## config.mk

```make
export PLATFORM = sky130hd
export DESIGN_NAME = tactile_centroid
export DESIGN_NICKNAME = d
export VERILOG_FILES = /design/src/rtl/tactile_pkg.sv /design/src/rtl/serial_divider.sv /design/src/rtl/tactile_centroid.sv
export SDC_FILE = /design/constraint.sdc
export NUM_CORES = 1
export LEC_CHECK = 0
export ABC_CLOCK_PERIOD_IN_PS = 4200
export BUFFER_PORTS_ARGS = -buffer_cell sky130_fd_sc_hd__buf_2
export CAP_MARGIN = 20
export CORE_MARGIN = 2
export CORE_UTILIZATION = 58
export DETAILED_ROUTE_END_ITERATION = 10
export PLACE_DENSITY = 0.75
export SLEW_MARGIN = 40
export SYNTH_ARGS = -nofsm -noshare
export SYNTH_HDL_FRONTEND = slang
export SYNTH_SLANG_ARGS = --single-unit
```

## constraint.sdc

```tcl
create_clock -name clk -period 4.2 [get_ports clk]
set_clock_uncertainty 0.05 [all_clocks]
set_input_delay 0.21 -clock clk [delete_from_list [all_inputs] [get_ports clk]]
set_output_delay 0.21 -clock clk [all_outputs]
set_load 0.01 [all_outputs]
```

## src/rtl/tactile_pkg.sv

```systemverilog
// Shared types and width helpers for the tactile centroid block.
package tactile_pkg;

    localparam int DATA_W_DEF = 12;

    typedef enum logic [1:0] {
        ACCUM  = 2'd0,
        DIV_X  = 2'd1,
        DIV_Y  = 2'd2,
        UPDATE = 2'd3
    } state_t;

    function automatic int idx_width(input int count);
        return (count > 1) ? $clog2(count) : 1;
    endfunction

    function automatic int weight_sum_width(input int data_w);
        return data_w + 8;
    endfunction

    function automatic int index_sum_width(input int data_w);
        return data_w + 12;
    endfunction

    function automatic int quot_width(input int sw_count, input int frac);
        return idx_width(sw_count) + frac;
    endfunction

endpackage

```

## src/rtl/serial_divider.sv

```systemverilog
// Unsigned restoring divider, one quotient bit per cycle over QW cycles.
// The quotient is assumed to fit in QW bits; otherwise the result saturates meaninglessly.
module serial_divider
    import tactile_pkg::*;
#(
    parameter int DVD_W = 28,
    parameter int DVS_W = 20,
    parameter int QW    = 8
) (
    input  logic             clk,
    input  logic             rst_n,
    input  logic             start,
    input  logic [DVD_W-1:0] dividend,
    input  logic [DVS_W-1:0] divisor,
    output logic             busy,
    output logic             done,
    output logic [QW-1:0]    quotient
);

    localparam int SH_W  = DVS_W + QW - 1;
    localparam int CMP_W = (DVD_W > SH_W) ? DVD_W : SH_W;
    localparam int CNT_W = idx_width(QW);

    logic [DVD_W-1:0] rem, rem_cur, rem_nxt;
    logic [SH_W-1:0]  dsh, dsh_cur;
    logic [QW-1:0]    q, q_cur;
    logic [CNT_W-1:0] cnt;
    logic             ge;

    // The start edge already resolves the top quotient bit, so QW edges in total.
    always_comb begin
        rem_cur = rem;
        dsh_cur = dsh;
        q_cur   = q;
        if (start) begin
            rem_cur = dividend;
            dsh_cur = SH_W'(divisor) << (QW - 1);
            q_cur   = '0;
        end
        ge      = CMP_W'(rem_cur) >= CMP_W'(dsh_cur);
        rem_nxt = ge ? rem_cur - DVD_W'(dsh_cur) : rem_cur;
    end

    always_ff @(posedge clk or negedge rst_n) begin
        if (!rst_n) begin
            rem  <= '0;
            dsh  <= '0;
            q    <= '0;
            cnt  <= '0;
            busy <= 1'b0;
            done <= 1'b0;
        end else begin
            done <= 1'b0;
            if (start || busy) begin
                rem <= rem_nxt;
                dsh <= dsh_cur >> 1;
                q   <= {q_cur[QW-2:0], ge};
            end
            if (start) begin
                busy <= 1'b1;
                cnt  <= CNT_W'(1);
            end else if (busy) begin
                if (cnt == CNT_W'(QW - 1)) begin
                    busy <= 1'b0;
                    done <= 1'b1;
                end
                cnt <= cnt + 1'b1;
            end
        end
    end

    assign quotient = q;

endmodule

```

## src/rtl/tactile_centroid.sv

```systemverilog
// Per-frame centre-of-mass of a tactile grid, converted to screen pixels.
module tactile_centroid
    import tactile_pkg::*;
#(
    parameter int SW_WIRE_CNT = 16,
    parameter int RD_WIRE_CNT = 16,
    parameter int DATA_W      = DATA_W_DEF,
    parameter int NOISE_FLOOR = 8,
    parameter int MIN_WEIGHT  = 16,
    parameter int FRAC        = 4,
    parameter int CELL_PX     = 32,
    parameter int X_ORIGIN    = 64,
    parameter int Y_ORIGIN    = 64
) (
    input  logic                           clk,
    input  logic                           rst_n,
    input  logic                           sample_valid,
    output logic                           sample_ready,
    input  logic [DATA_W-1:0]              sample_data,
    input  logic [$clog2(SW_WIRE_CNT)-1:0] sample_sw,
    input  logic [$clog2(RD_WIRE_CNT)-1:0] sample_rd,
    input  logic                           sample_last,
    output logic [10:0]                    x_com,
    output logic [9:0]                     y_com,
    output logic                           touch,
    output logic                           com_valid
);

    localparam int SUM_W   = weight_sum_width(DATA_W);
    localparam int SUMI_W  = index_sum_width(DATA_W);
    localparam int QW      = quot_width(SW_WIRE_CNT, FRAC);
    localparam int DVD_W   = SUMI_W + FRAC;
    localparam int CELL_SH = $clog2(CELL_PX);
    localparam int PX_W    = QW + CELL_SH;

    state_t            state;
    logic [SUM_W-1:0]  acc_w;
    logic [SUMI_W-1:0] acc_wx, acc_wy;
    logic [QW-1:0]     qx;
    logic [DATA_W-1:0] w;
    logic              accept;
    logic              div_start, div_busy, div_done;
    logic [DVD_W-1:0]  div_dividend;
    logic [QW-1:0]     div_quotient;
    logic [PX_W-1:0]   px_x, px_y;
    logic [10:0]       x_next;
    logic [9:0]        y_next;

    assign sample_ready = (state == ACCUM);
    assign accept       = sample_valid && sample_ready;
    assign w = (sample_data > DATA_W'(NOISE_FLOOR)) ? sample_data - DATA_W'(NOISE_FLOOR) : '0;

    // One divider serves both axes: the x result's done cycle immediately launches y.
    assign div_start    = (state == DIV_X) && !div_busy;
    assign div_dividend = div_done ? (DVD_W'(acc_wy) << FRAC) : (DVD_W'(acc_wx) << FRAC);

    serial_divider #(
        .DVD_W (DVD_W),
        .DVS_W (SUM_W),
        .QW    (QW)
    ) u_div (
        .clk      (clk),
        .rst_n    (rst_n),
        .start    (div_start),
        .dividend (div_dividend),
        .divisor  (acc_w),
        .busy     (div_busy),
        .done     (div_done),
        .quotient (div_quotient)
    );

    assign px_x   = PX_W'(qx) << CELL_SH;
    assign px_y   = PX_W'(div_quotient) << CELL_SH;
    assign x_next = 11'(X_ORIGIN) + 11'(px_x >> FRAC);
    assign y_next = 10'(Y_ORIGIN) + 10'(px_y >> FRAC);

    always_ff @(posedge clk or negedge rst_n) begin
        if (!rst_n) begin
            state     <= ACCUM;
            acc_w     <= '0;
            acc_wx    <= '0;
            acc_wy    <= '0;
            qx        <= '0;
            x_com     <= 11'(X_ORIGIN);
            y_com     <= 10'(Y_ORIGIN);
            touch     <= 1'b0;
            com_valid <= 1'b0;
        end else begin
            com_valid <= 1'b0;
            case (state)
                ACCUM: begin
                    if (accept) begin
                        acc_w  <= acc_w + SUM_W'(w);
                        acc_wx <= acc_wx + SUMI_W'(w) * SUMI_W'(sample_sw);
                        acc_wy <= acc_wy + SUMI_W'(w) * SUMI_W'(sample_rd);
                        if (sample_last) state <= DIV_X;
                    end
                end
                DIV_X: begin
                    if (div_done) begin
                        qx    <= div_quotient;
                        state <= DIV_Y;
                    end
                end
                DIV_Y: begin
                    if (div_done) begin
                        if (acc_w >= SUM_W'(MIN_WEIGHT)) begin
                            x_com <= x_next;
                            y_com <= y_next;
                            touch <= 1'b1;
                        end else begin
                            touch <= 1'b0;
                        end
                        com_valid <= 1'b1;
                        state     <= UPDATE;
                    end
                end
                UPDATE: begin
                    acc_w  <= '0;
                    acc_wx <= '0;
                    acc_wy <= '0;
                    state  <= ACCUM;
                end
                default: state <= ACCUM;
            endcase
        end
    end

endmodule

```

==> qor.yml <==
worst_setup_path:
  startpoint_type: "input port"
  crit_arrival_ps: 5180
  endpoint_kind: "flip-flop"
  worstSetupPathType: "input port to flip-flop"
  required_ps: 4470
  cp_max_fo: 6
  r2r_setup_slack_ps: 180
timing:
  final-setup-viol-count: 29
  tightest_slew_ps: 881
  fmax_mhz: 204
  hold_viol: 0
  maxSlewViolCount: 0
  rsz0062_at_grt: "true"
  setup_ws_ps: -707
  slew_headroom_pct: 41.3
  finalCriticalPeriod_ps: 4910
  fin_crit_sh_pct: 117
grt:
  grtUsageTotal_pct: 29.0
  grt_pass1_wl_um: 57100
  gr-total-overflow: 0
  grt_pass1_vias: 11800
  antenna_found_initial: 1
  grt_start_max_net_pins: 105
status:
  status: "finished with violations"
  violations: "negative setup slack"
yosys:
  ys_types: 74
  syn_area_um2: 13600
  async_flop_share_pct: 100
  syn_area_per_cell_um2: 8.90
  ys.flop_type: "dfrtp_1"
  synth_top_cells_by_count: "165 x inv_1, 163 x dfrtp_1, 125 x nand2_1"
  yosysSeqAreaShare_pct: 30.4
  synth_seq_cells: 165
  yosys_warnings: 0
  ys_top_cells_by_area: "dfrtp_1 30%, fa_1 10%, ha_1 9.2%"
  synth.most_common_cell: "inv_1"
  synth_top_area_cell: "dfrtp_1"
  synthCells: 1525
  synth-edff-count: 0
  synth_top_area_share_pct: 30.1
floorplan:
  num_io_pins: 48
  rows: 55
  die_y_um: 157
  core_region_area_um2: 22800
  die_x_um: 157
  die-area_um2: 24600
  initial_core_util_pct: 59.6
cts:
  clk_latency_ps: 440
  clk_pin_slew_ps: 80
  clockBufferDepth: 2
  htree_levels: 4
  numCtsBuffers: 17
  cts_root_buf: "clkbuf_16"
  cts_tree: "yes"
  cts.sinks: 165
route:
  vias: 11800
  drt-initial-drc-count: 737
  drc_errors: 0
  routed_wirelength_um: 36200
  wire_per_inst_um: 18.0
  ant_nets: 0
  dr.pass1.iters: 6
  detail_route.vias_per_cell: 5.85
place:
  hpwlAfterDp_um: 24800
  place.gp.congestion: 0.841
  port_buffers: 44
  dp_worst_setup_slack_ps: -1320
power:
  p_total_mw: 15.6
  power_density_nw_per_um2: 929
  power.leakage_nw: 7.97
  vdd_drop_max_v: 0.000474
hold_path:
  worstHoldPathType: "input port to flip-flop"
finish:
  multi_input_area_um2: 9330
  final_core_util_pct: 73.6
  final_nets: 1884
  fillers: 1528
  diodes: 0
  area_growth_pct: 23.5
  seqCellArea_um2: 4130
  layout-drive-gt1-share_pct: 24.6
flow_run:
  maxCapViolations: 0
[power by group]
group          internal (mW)  switching [mW]  leakage, nW
combinational           5.15            6.04         5.62
sequential              2.32           0.484         2.06
clock                  0.807           0.785        0.296
[critical path, stage by stage]
cell,delay [ps]
buf_8,100
nor2_4,110
nand2_2,60
or3_4,350
nor3_4,140
and2_4,190
buf_12,110
nor2_4,40
buf_12,140
and2_4,150
fa_1,460
fa_1,500
inv_1,50
fa_1,490
inv_2,50
ha_4,280
nand3_4,90
o21bai_4,210
a211oi_4,360
o2111ai_4,180
a31oi_4,250
a31oi_4,140
nor3b_2,260
xnor2_1,170
nor2_1,70
[final cells by class]
type	instances	share of cell area, %
clock buffers	17	2.54
clock inverters	15	1.09
inverters	165	3.69
multi-input cells	1132	55.6
flip-flops and latches	165	24.6
well taps	313	2.34
repair buffers	211	10.1
[per-layer routing]
layer	routed length (µm)	vias to the layer above	GRT usage, %
li1	-	5512	-
met1	15000	5802	38.4
met2	18200	404	49.1
met3	2060	80	4.90
met4	895	2	8.82
met5	8	-	0
[cell usage in the layout (no fill, tap or decap), types with 9 or more instances in the layout]
cell type  count
a21o_1        28
a21oi_1       80
a21oi_2       13
a22o_1         9
and2_1        61
and2_4        17
and3_1        23
buf_12         9
buf_2         40
buf_4        144
buf_6         14
clkbuf_16     17
dfrtp_1      163
fa_1          68
ha_1          82
ha_4          17
inv_1        157
mux2_2        23
mux2i_1       48
nand2_1      115
nand2b_1      25
nand3_1       17
nand4_1       12
nor2_1       102
nor2_2        10
nor2b_1       12
nor3_1        17
o211ai_1       9
o21a_1        11
o21ai_0       76
o21ai_1       21
o22ai_1       24
xnor2_1       34
xor2_1        35
[logic make-up after synthesis]
kind of cell / Yosys count / share of synthesized area [%]
fa+ha+maj: 168 / 19.2
mux: 75 / 5.76
flops: 165 / 30.4
buf+inv: 231 / 7.01
compound gates: 339 / 15.6
xor+xnor: 72 / 4.65
other cells: 1 / 0.0276
simple gates: 474 / 17.2
[timing repair]
item                                    CTS  global route
setup buffers                            25            15
hold buffers                              1             0
endpoints found under the setup margin   34            60
gates cloned                              1             0
pin swaps                                72            54
hold endpoints to repair                100             0
gates resized for setup                  69            65
[flip-flops by register name, summed over array words and instances (netlist names), 2 cells and up]
signal          flops
u_div.rem          28
y_com               9
u_div.cnt           3
u_div.quotient      8
state               2
acc_wy             24
u_div.dsh          26
qx                  8
x_com               9
acc_w              20
acc_wx             24
[path summary, 6_finish.rpt]
check	from	to	cells past startpoint
setup / recovery	sample_data[6]	acc_wy[23]	25
hold / removal	sample_last	state[0]	4
setup reg to reg	state[1]	u_div.rem[25]	16
hold reg to reg	u_div.cnt[0]	u_div.cnt[0]	1
max in group asynchronous	rst_n	u_div.dsh[25]	4
min in group asynchronous	rst_n	y_com[9]	2
[stage by stage]
step,cells,cell area [µm²],TNS (ps),hold slack (ps)
detailed placement,1949,15200,-34640,258
global placement,1949,15200,-30220,337
CTS,2008,16400,-9940,126
floorplan,1527,13800,-13590,-136
finish,2018,16800,-12600,141
global route,2018,16800,-17150,180
Power figures use the tool's default switching activity.
